[src/rtl/rv32i_imem_encoder_pkg.sv]
// rv32i_imem_encoder_pkg: instruction kinds, RV32I opcodes, immediate limits and the field bundle type
package rv32i_imem_encoder_pkg;

    localparam logic [3:0] KIND_R      = 4'd0;
    localparam logic [3:0] KIND_I      = 4'd1;
    localparam logic [3:0] KIND_LUI    = 4'd2;
    localparam logic [3:0] KIND_AUIPC  = 4'd3;
    localparam logic [3:0] KIND_LOAD   = 4'd4;
    localparam logic [3:0] KIND_STORE  = 4'd5;
    localparam logic [3:0] KIND_BRANCH = 4'd6;
    localparam logic [3:0] KIND_JAL    = 4'd7;
    localparam logic [3:0] KIND_JALR   = 4'd8;

    localparam logic [6:0] OP_R      = 7'b0110011;
    localparam logic [6:0] OP_IMM    = 7'b0010011;
    localparam logic [6:0] OP_LUI    = 7'b0110111;
    localparam logic [6:0] OP_AUIPC  = 7'b0010111;
    localparam logic [6:0] OP_LOAD   = 7'b0000011;
    localparam logic [6:0] OP_STORE  = 7'b0100011;
    localparam logic [6:0] OP_BRANCH = 7'b1100011;
    localparam logic [6:0] OP_JAL    = 7'b1101111;
    localparam logic [6:0] OP_JALR   = 7'b1100111;

    localparam int IMM12_MIN = -2048;
    localparam int IMM12_MAX = 2047;
    localparam int SHAMT_MAX = 31;
    localparam int IMMB_MIN  = -4096;
    localparam int IMMB_MAX  = 4094;
    localparam int IMMJ_MIN  = -(1 << 20);
    localparam int IMMJ_MAX  = (1 << 20) - 2;

    typedef struct packed {
        logic [3:0]  kind;
        logic [2:0]  funct3;
        logic        alt;
        logic [4:0]  rd;
        logic [4:0]  rs1;
        logic [4:0]  rs2;
        logic [31:0] imm;
    } fields_t;

    function automatic logic in_range(logic [31:0] v, int lo, int hi);
        return ($signed(v) >= lo) && ($signed(v) <= hi);
    endfunction

endpackage

[src/rtl/rv32i_imem_encoder_pack.sv]
// rv32i_field_pack: packs one decoded field bundle into an RV32I word and flags whether it is encodable
module rv32i_field_pack
    import rv32i_imem_encoder_pkg::*;
(
    input  fields_t     f_i,
    output logic [31:0] word_o,
    output logic        legal_o
);

    logic [31:0] imm;
    logic [2:0]  f3;
    logic        is_shift;
    logic        r_alt;

    assign imm      = f_i.imm;
    assign f3       = f_i.funct3;
    assign is_shift = (f3 == 3'b001) || (f3 == 3'b101);
    assign r_alt    = f_i.alt && ((f3 == 3'b000) || (f3 == 3'b101));

    // Format selection and legality per instruction kind; undefined kinds stay illegal
    always_comb begin
        word_o  = '0;
        legal_o = 1'b0;
        case (f_i.kind)
            KIND_R: begin
                word_o  = {1'b0, r_alt, 5'b0, f_i.rs2, f_i.rs1, f3, f_i.rd, OP_R};
                legal_o = 1'b1;
            end
            KIND_I: begin
                word_o  = is_shift
                        ? {1'b0, (f3 == 3'b101) && f_i.alt, 5'b0, imm[4:0], f_i.rs1, f3, f_i.rd, OP_IMM}
                        : {imm[11:0], f_i.rs1, f3, f_i.rd, OP_IMM};
                legal_o = is_shift ? in_range(imm, 0, SHAMT_MAX) : in_range(imm, IMM12_MIN, IMM12_MAX);
            end
            KIND_LUI: begin
                word_o  = {imm[31:12], f_i.rd, OP_LUI};
                legal_o = (imm[11:0] == 12'd0);
            end
            KIND_AUIPC: begin
                word_o  = {imm[31:12], f_i.rd, OP_AUIPC};
                legal_o = (imm[11:0] == 12'd0);
            end
            KIND_LOAD: begin
                word_o  = {imm[11:0], f_i.rs1, f3, f_i.rd, OP_LOAD};
                legal_o = in_range(imm, IMM12_MIN, IMM12_MAX)
                       && (f3 != 3'b011) && (f3 != 3'b110) && (f3 != 3'b111);
            end
            KIND_STORE: begin
                word_o  = {imm[11:5], f_i.rs2, f_i.rs1, f3, imm[4:0], OP_STORE};
                legal_o = in_range(imm, IMM12_MIN, IMM12_MAX) && (f3 <= 3'b010);
            end
            KIND_BRANCH: begin
                word_o  = {imm[12], imm[10:5], f_i.rs2, f_i.rs1, f3, imm[4:1], imm[11], OP_BRANCH};
                legal_o = !imm[0] && in_range(imm, IMMB_MIN, IMMB_MAX)
                       && (f3 != 3'b010) && (f3 != 3'b011);
            end
            KIND_JAL: begin
                word_o  = {imm[20], imm[10:1], imm[11], imm[19:12], f_i.rd, OP_JAL};
                legal_o = !imm[0] && in_range(imm, IMMJ_MIN, IMMJ_MAX);
            end
            KIND_JALR: begin
                word_o  = {imm[11:0], f_i.rs1, 3'b000, f_i.rd, OP_JALR};
                legal_o = in_range(imm, IMM12_MIN, IMM12_MAX);
            end
            default: begin
                word_o  = '0;
                legal_o = 1'b0;
            end
        endcase
    end

endmodule

[src/rtl/rv32i_imem_encoder.sv]
// rv32i_imem_encoder: two-stage field-to-word encoder writing legal RV32I words sequentially into imem
module rv32i_imem_encoder
    import rv32i_imem_encoder_pkg::*;
#(
    parameter int AW    = 12,
    parameter int BASE  = 0,
    parameter int DEPTH = 1024
) (
    input  logic          clk,
    input  logic          rst,
    input  logic          clear,
    input  logic          in_valid,
    output logic          in_ready,
    input  logic [3:0]    in_kind,
    input  logic [2:0]    in_funct3,
    input  logic          in_alt,
    input  logic [4:0]    in_rd,
    input  logic [4:0]    in_rs1,
    input  logic [4:0]    in_rs2,
    input  logic [31:0]   in_imm,
    output logic          imem_we,
    input  logic          imem_gnt,
    output logic [AW-1:0] imem_addr,
    output logic [31:0]   imem_wdata,
    output logic          err,
    output logic [15:0]   err_count,
    output logic [15:0]   word_count
);

    localparam logic [AW-1:0] BASE_A = AW'(BASE);
    localparam logic [31:0]   END_A  = 32'(BASE + 4 * DEPTH);

    fields_t       s1_q, s1_d;
    logic          s1_valid_q, s1_valid_d;
    logic          s2_valid_q, s2_valid_d;
    logic [31:0]   s2_word_q, s2_word_d;
    logic          s2_legal_q, s2_legal_d;
    logic [AW-1:0] addr_q, addr_d;
    logic [15:0]   err_count_q, err_count_d;
    logic [15:0]   word_count_q, word_count_d;

    logic [31:0] pack_word;
    logic        pack_legal;
    logic        s2_drain, s1_adv, accept, wr;
    logic [31:0] addr_inc;

    rv32i_field_pack u_pack (
        .f_i     (s1_q),
        .word_o  (pack_word),
        .legal_o (pack_legal)
    );

    // An illegal word leaves S2 by itself; a legal one waits for the grant
    assign s2_drain   = s2_valid_q && (!s2_legal_q || imem_gnt);
    assign s1_adv     = !s2_valid_q || s2_drain;
    assign in_ready   = !rst && !clear && (!s1_valid_q || s1_adv);
    assign accept     = in_valid && in_ready;
    assign imem_we    = !rst && !clear && s2_valid_q && s2_legal_q;
    assign err        = !rst && !clear && s2_valid_q && !s2_legal_q;
    assign wr         = imem_we && imem_gnt;
    assign addr_inc   = 32'(addr_q) + 32'd4;
    assign imem_addr  = addr_q;
    assign imem_wdata = s2_word_q;
    assign err_count  = err_count_q;
    assign word_count = word_count_q;

    // Next-state for both pipeline stages, the write address and the counters
    always_comb begin
        s1_valid_d   = clear ? 1'b0 : (accept || (s1_valid_q && !s1_adv));
        s1_d         = accept ? {in_kind, in_funct3, in_alt, in_rd, in_rs1, in_rs2, in_imm} : s1_q;
        s2_valid_d   = clear ? 1'b0 : (s1_adv ? s1_valid_q : s2_valid_q);
        s2_word_d    = (s1_adv && s1_valid_q) ? pack_word : s2_word_q;
        s2_legal_d   = (s1_adv && s1_valid_q) ? pack_legal : s2_legal_q;
        addr_d       = clear ? BASE_A : wr ? ((addr_inc == END_A) ? BASE_A : addr_inc[AW-1:0]) : addr_q;
        err_count_d  = (err && (err_count_q != 16'hFFFF)) ? err_count_q + 16'd1 : err_count_q;
        word_count_d = clear ? 16'd0 : wr ? word_count_q + 16'd1 : word_count_q;
    end

    // State registers with synchronous reset
    always_ff @(posedge clk) begin
        if (rst) begin
            s1_q         <= '0;
            s1_valid_q   <= 1'b0;
            s2_valid_q   <= 1'b0;
            s2_word_q    <= '0;
            s2_legal_q   <= 1'b0;
            addr_q       <= BASE_A;
            err_count_q  <= '0;
            word_count_q <= '0;
        end else begin
            s1_q         <= s1_d;
            s1_valid_q   <= s1_valid_d;
            s2_valid_q   <= s2_valid_d;
            s2_word_q    <= s2_word_d;
            s2_legal_q   <= s2_legal_d;
            addr_q       <= addr_d;
            err_count_q  <= err_count_d;
            word_count_q <= word_count_d;
        end
    end

endmodule
[config.mk]
export PLATFORM = sky130hd
export DESIGN_NAME = rv32i_imem_encoder
export DESIGN_NICKNAME = d
export VERILOG_FILES = /design/src/rtl/rv32i_imem_encoder_pkg.sv /design/src/rtl/rv32i_imem_encoder_pack.sv /design/src/rtl/rv32i_imem_encoder.sv
export SDC_FILE = /design/constraint.sdc
export NUM_CORES = 1
export LEC_CHECK = 0
export ABC_CLOCK_PERIOD_IN_PS = 4900
export BUFFER_PORTS_ARGS = -buffer_cell sky130_fd_sc_hd__buf_2
export CORE_ASPECT_RATIO = 2
export CORE_UTILIZATION = 58
export CTS_CLUSTER_SIZE = 14
export DETAILED_ROUTE_END_ITERATION = 8
export GPL_ROUTABILITY_DRIVEN = 0
export PLACE_DENSITY = 0.93
export REMOVE_ABC_BUFFERS = 1
export SLEW_MARGIN = 25
export SYNTH_ARGS = -nofsm -noshare
export SYNTH_HDL_FRONTEND = slang
export SYNTH_SLANG_ARGS = --single-unit
[constraint.sdc]
create_clock -name clk -period 4.9 [get_ports clk]
set_clock_uncertainty 0.2 [all_clocks]
set_input_delay 0.245 -clock clk [delete_from_list [all_inputs] [get_ports clk]]
set_output_delay 0.245 -clock clk [all_outputs]
set_load 0.01 [all_outputs]
==> impl_metrics.toml <==
[critical_path]
startpoint_type = "flop"
cp_max_fo = 27
reg2reg_setup_slack_ns = 2.24
reg2reg_depth = 5
cp_cell_sequence = "nor3b_1 > nand2_1 > nor3_1 > a2111oi_0 > a31oi_1"
r2r-start = "s1_q[52]"
worstSetupPathType = "flop to flop"
r2r-end = "s2_legal_q"
cp.required_ns = 5.04
worstSetupEndpointType = "flop"
crit_arrival_ns = 2.80
cpMaxStageDelayCell = "dfxtp_1"
crit_path_max_incr_delay_ns = 0.91

[floorplanning]
start_util = 0.601
core_mm2 = 0.00983
dieArea_mm2 = 0.0106
die_width_um = 73.4
rows = 51
die_h_um = 145
io_pins = 139

[sta]
finalHoldViolations = 0
max_freq_mhz = 376
min_period_ns = 2.66
drv_slew = 0
setup_tns_ns = 0
worst_slew_pin_slew_ns = 0.931
setup_viol = 0
timing.slew.headroom = 0.378
fin_crit_sh = 0.542
rsz0062_at_grt = "no"
setup_ws_ns = 2.24

[layout]
multi_input_area_mm2 = 0.00305
areaGrowthSynthToFinish_pct = 31.4
n_fill_cell = 607
final_cell_mix = "nand2_1, buf_2, dfxtp_1, nor2_1, a21oi_1"
diodes = 0
seq_area_mm2 = 0.00262
drive_gt1_frac = 0.214
final_nets = 957
mostFrequentLayoutCell = "nand2_1"

[global_route]
grt_use_total = 0.362
grt_remaining_overflow = 0
grt_pass1_wl_mm = 29.4
first_global_vias = 6198
antenna_found_initial = 0
grt_max_degree = 90

[power_and_ir_drop]
power_density_mw_per_mm2 = 339
p_leak_nw = 3.08
vdd_drop_max_mv = 0.278

[place]
dp_slack_ns = 2.26
dp_hpwl_mm = 11.0
port_buffers = 136

[yosys]
ys_seq_area_frac = 0.444
async_flop_share = 0
yosys-top-cells-area = "dfxtp_1, nand2_1, a21oi_1"
synth.distinct_cells = 69
synth_area_per_cell_um2 = 8.15
yosys.area.top_type = "dfxtp_1"
synth_edf_count = 0
synth_ff_type = "dfxtp_1"
ys_seq_elements = 131
synth_top_area_frac = 0.444
ys.warnings.count = 0
syn_inst = 725
synth_area_mm2 = 0.00591

[route]
wl_per_cell_um = 18.2
drt-total-wl_mm = 18.9
drt_iter0_drc = 631
viasPerCell = 6.15
antenna_left = 0
drc = 0
num_vias = 6385
drt_first_pass_iters = 7

[min_path]
whs_path_depth = 4
hold_class = "primary input to flop"
hp-start = "imem_gnt"
whs_endpoint = "imem_addr[3]"

[clock_tree]
clkSlewWorstSetupHoldPaths_ns = 0.06
h-tree-depth = 4
post_cts_resized = 0
clkLatencyLatePin_ns = 0.42
cts_sinks = 131
cts.path.max_buffers = 2
clock-root-buffer = "clkbuf_16"
cts_tree = "yes"
numCtsBuffers = 17

[run_status]
outcome = "completed"

[flow_run]
maxCapViolCount = 0
per-layer routing:
metal,share of wire,global-route usage
met2,0.52,0.651
met5,0,0
met4,0.066,0.276
met1,0.33,0.348
met3,0.077,0.0810
sequential cells by signal (all words and copies together) (netlist names):
signal and count:
s1_q 55, imem_addr 10, imem_wdata 31, s2_valid_q 1, s2_legal_q 1, err_count 16
s1_valid_q 1, word_count 16
metrics by stage:
step | utilization | hold WS (ns) | cell area [µm²] | instances | total power [mW]
2_1_floorplan | - | 0.114 | 5690 | 678 | 1.21
3_3_place_gp | 0.669 | 0.229 | 6570 | 951 | 1.28
3_5_place_dp | 0.669 | 0.237 | 6570 | 951 | 1.28
4_1_cts | 0.789 | 0.132 | 7750 | 1039 | 2.61
5_1_grt | 0.790 | 0.165 | 7760 | 1039 | 2.70
6_report | 0.790 | 0.157 | 7760 | 1039 | 2.63
critical path, delay by kind of cell (launching register included):
kind               cells  cell delay [ns]
and+or+nand+nor        3             1.18
DFF                    1             0.91
AOI/OAI and AO/OA      2             0.28
kinds of logic (layout without fill, tap and decap cells):
| family | after synthesis | count (layout) | synth area share |
|---|---|---|---|
| DFF | 131 | 131 | 0.444 |
| and+or+nand+nor | 331 | 331 | 0.264 |
| buffers and inverters | 56 | 237 | 0.0432 |
| xor gates and xnor gates | 38 | 38 | 0.0563 |
| muxes | 6 | 6 | 0.0108 |
| adders and majority gates | 3 | 3 | 0.00635 |
| AOI/OAI and AO/OA | 159 | 159 | 0.174 |
| other | 1 | 2 | 0.000635 |
area by class of cell:
cell class              instances  share of cell area
multi-input cells             539               0.393
flip-flops and latches        131               0.338
repair buffers                197               0.165
clock buffers                  18              0.0566
clock inverters                14              0.0229
well taps                     132              0.0213
inverters                       8             0.00387
worst max-delay path by stage:
stage             start          to  slack (ns)  cells after the start
4_1_cts        s1_q[52]  s2_legal_q        2.39                      5
2_1_floorplan     clear    s1_q[54]        2.40                      5
3_5_place_dp        rst    s1_q[38]        2.26                      6
6_report       s1_q[52]  s2_legal_q        2.24                      5
3_3_place_gp        rst    s1_q[41]        2.33                      6
5_1_grt        s1_q[52]  s2_legal_q        2.08                      5
what timing repair did:
item,CTS,global route
hold buffers,56,0
hold endpoints to repair,56,0
setup buffers,0,0
cell usage after synthesis, drive strengths merged, types with 3 or more instances:
cell,n
a211oi,4
dfxtp,131
nor3,20
nand3,18
a2bb2oi,4
and3,8
o21ai,21
nor2b,7
mux2,3
a21oi,70
xnor2,21
a31oi,3
nor3b,4
and2,4
and4,6
a221oi,5
xor2,17
clkbuf,20
nand2,150
a22o,9
nand2b,5
buf,28
inv,8
ha,3
nor4,11
a222oi,4
mux2i,3
nor2,75
a311oi,3
o2bb2ai,4
a22oi,13
nand4,11
where the power goes:
part	switching [mW]	leakage [nW]	internal (mW)	total (mW)
registers	0.0252	1.06	1.09	1.11
logic	0.106	1.73	0.0866	0.193
clock network	0.509	0.290	0.820	1.33
total	0.640	3.08	1.99	2.63
No activity file was read; power rests on OpenSTA's default activity.
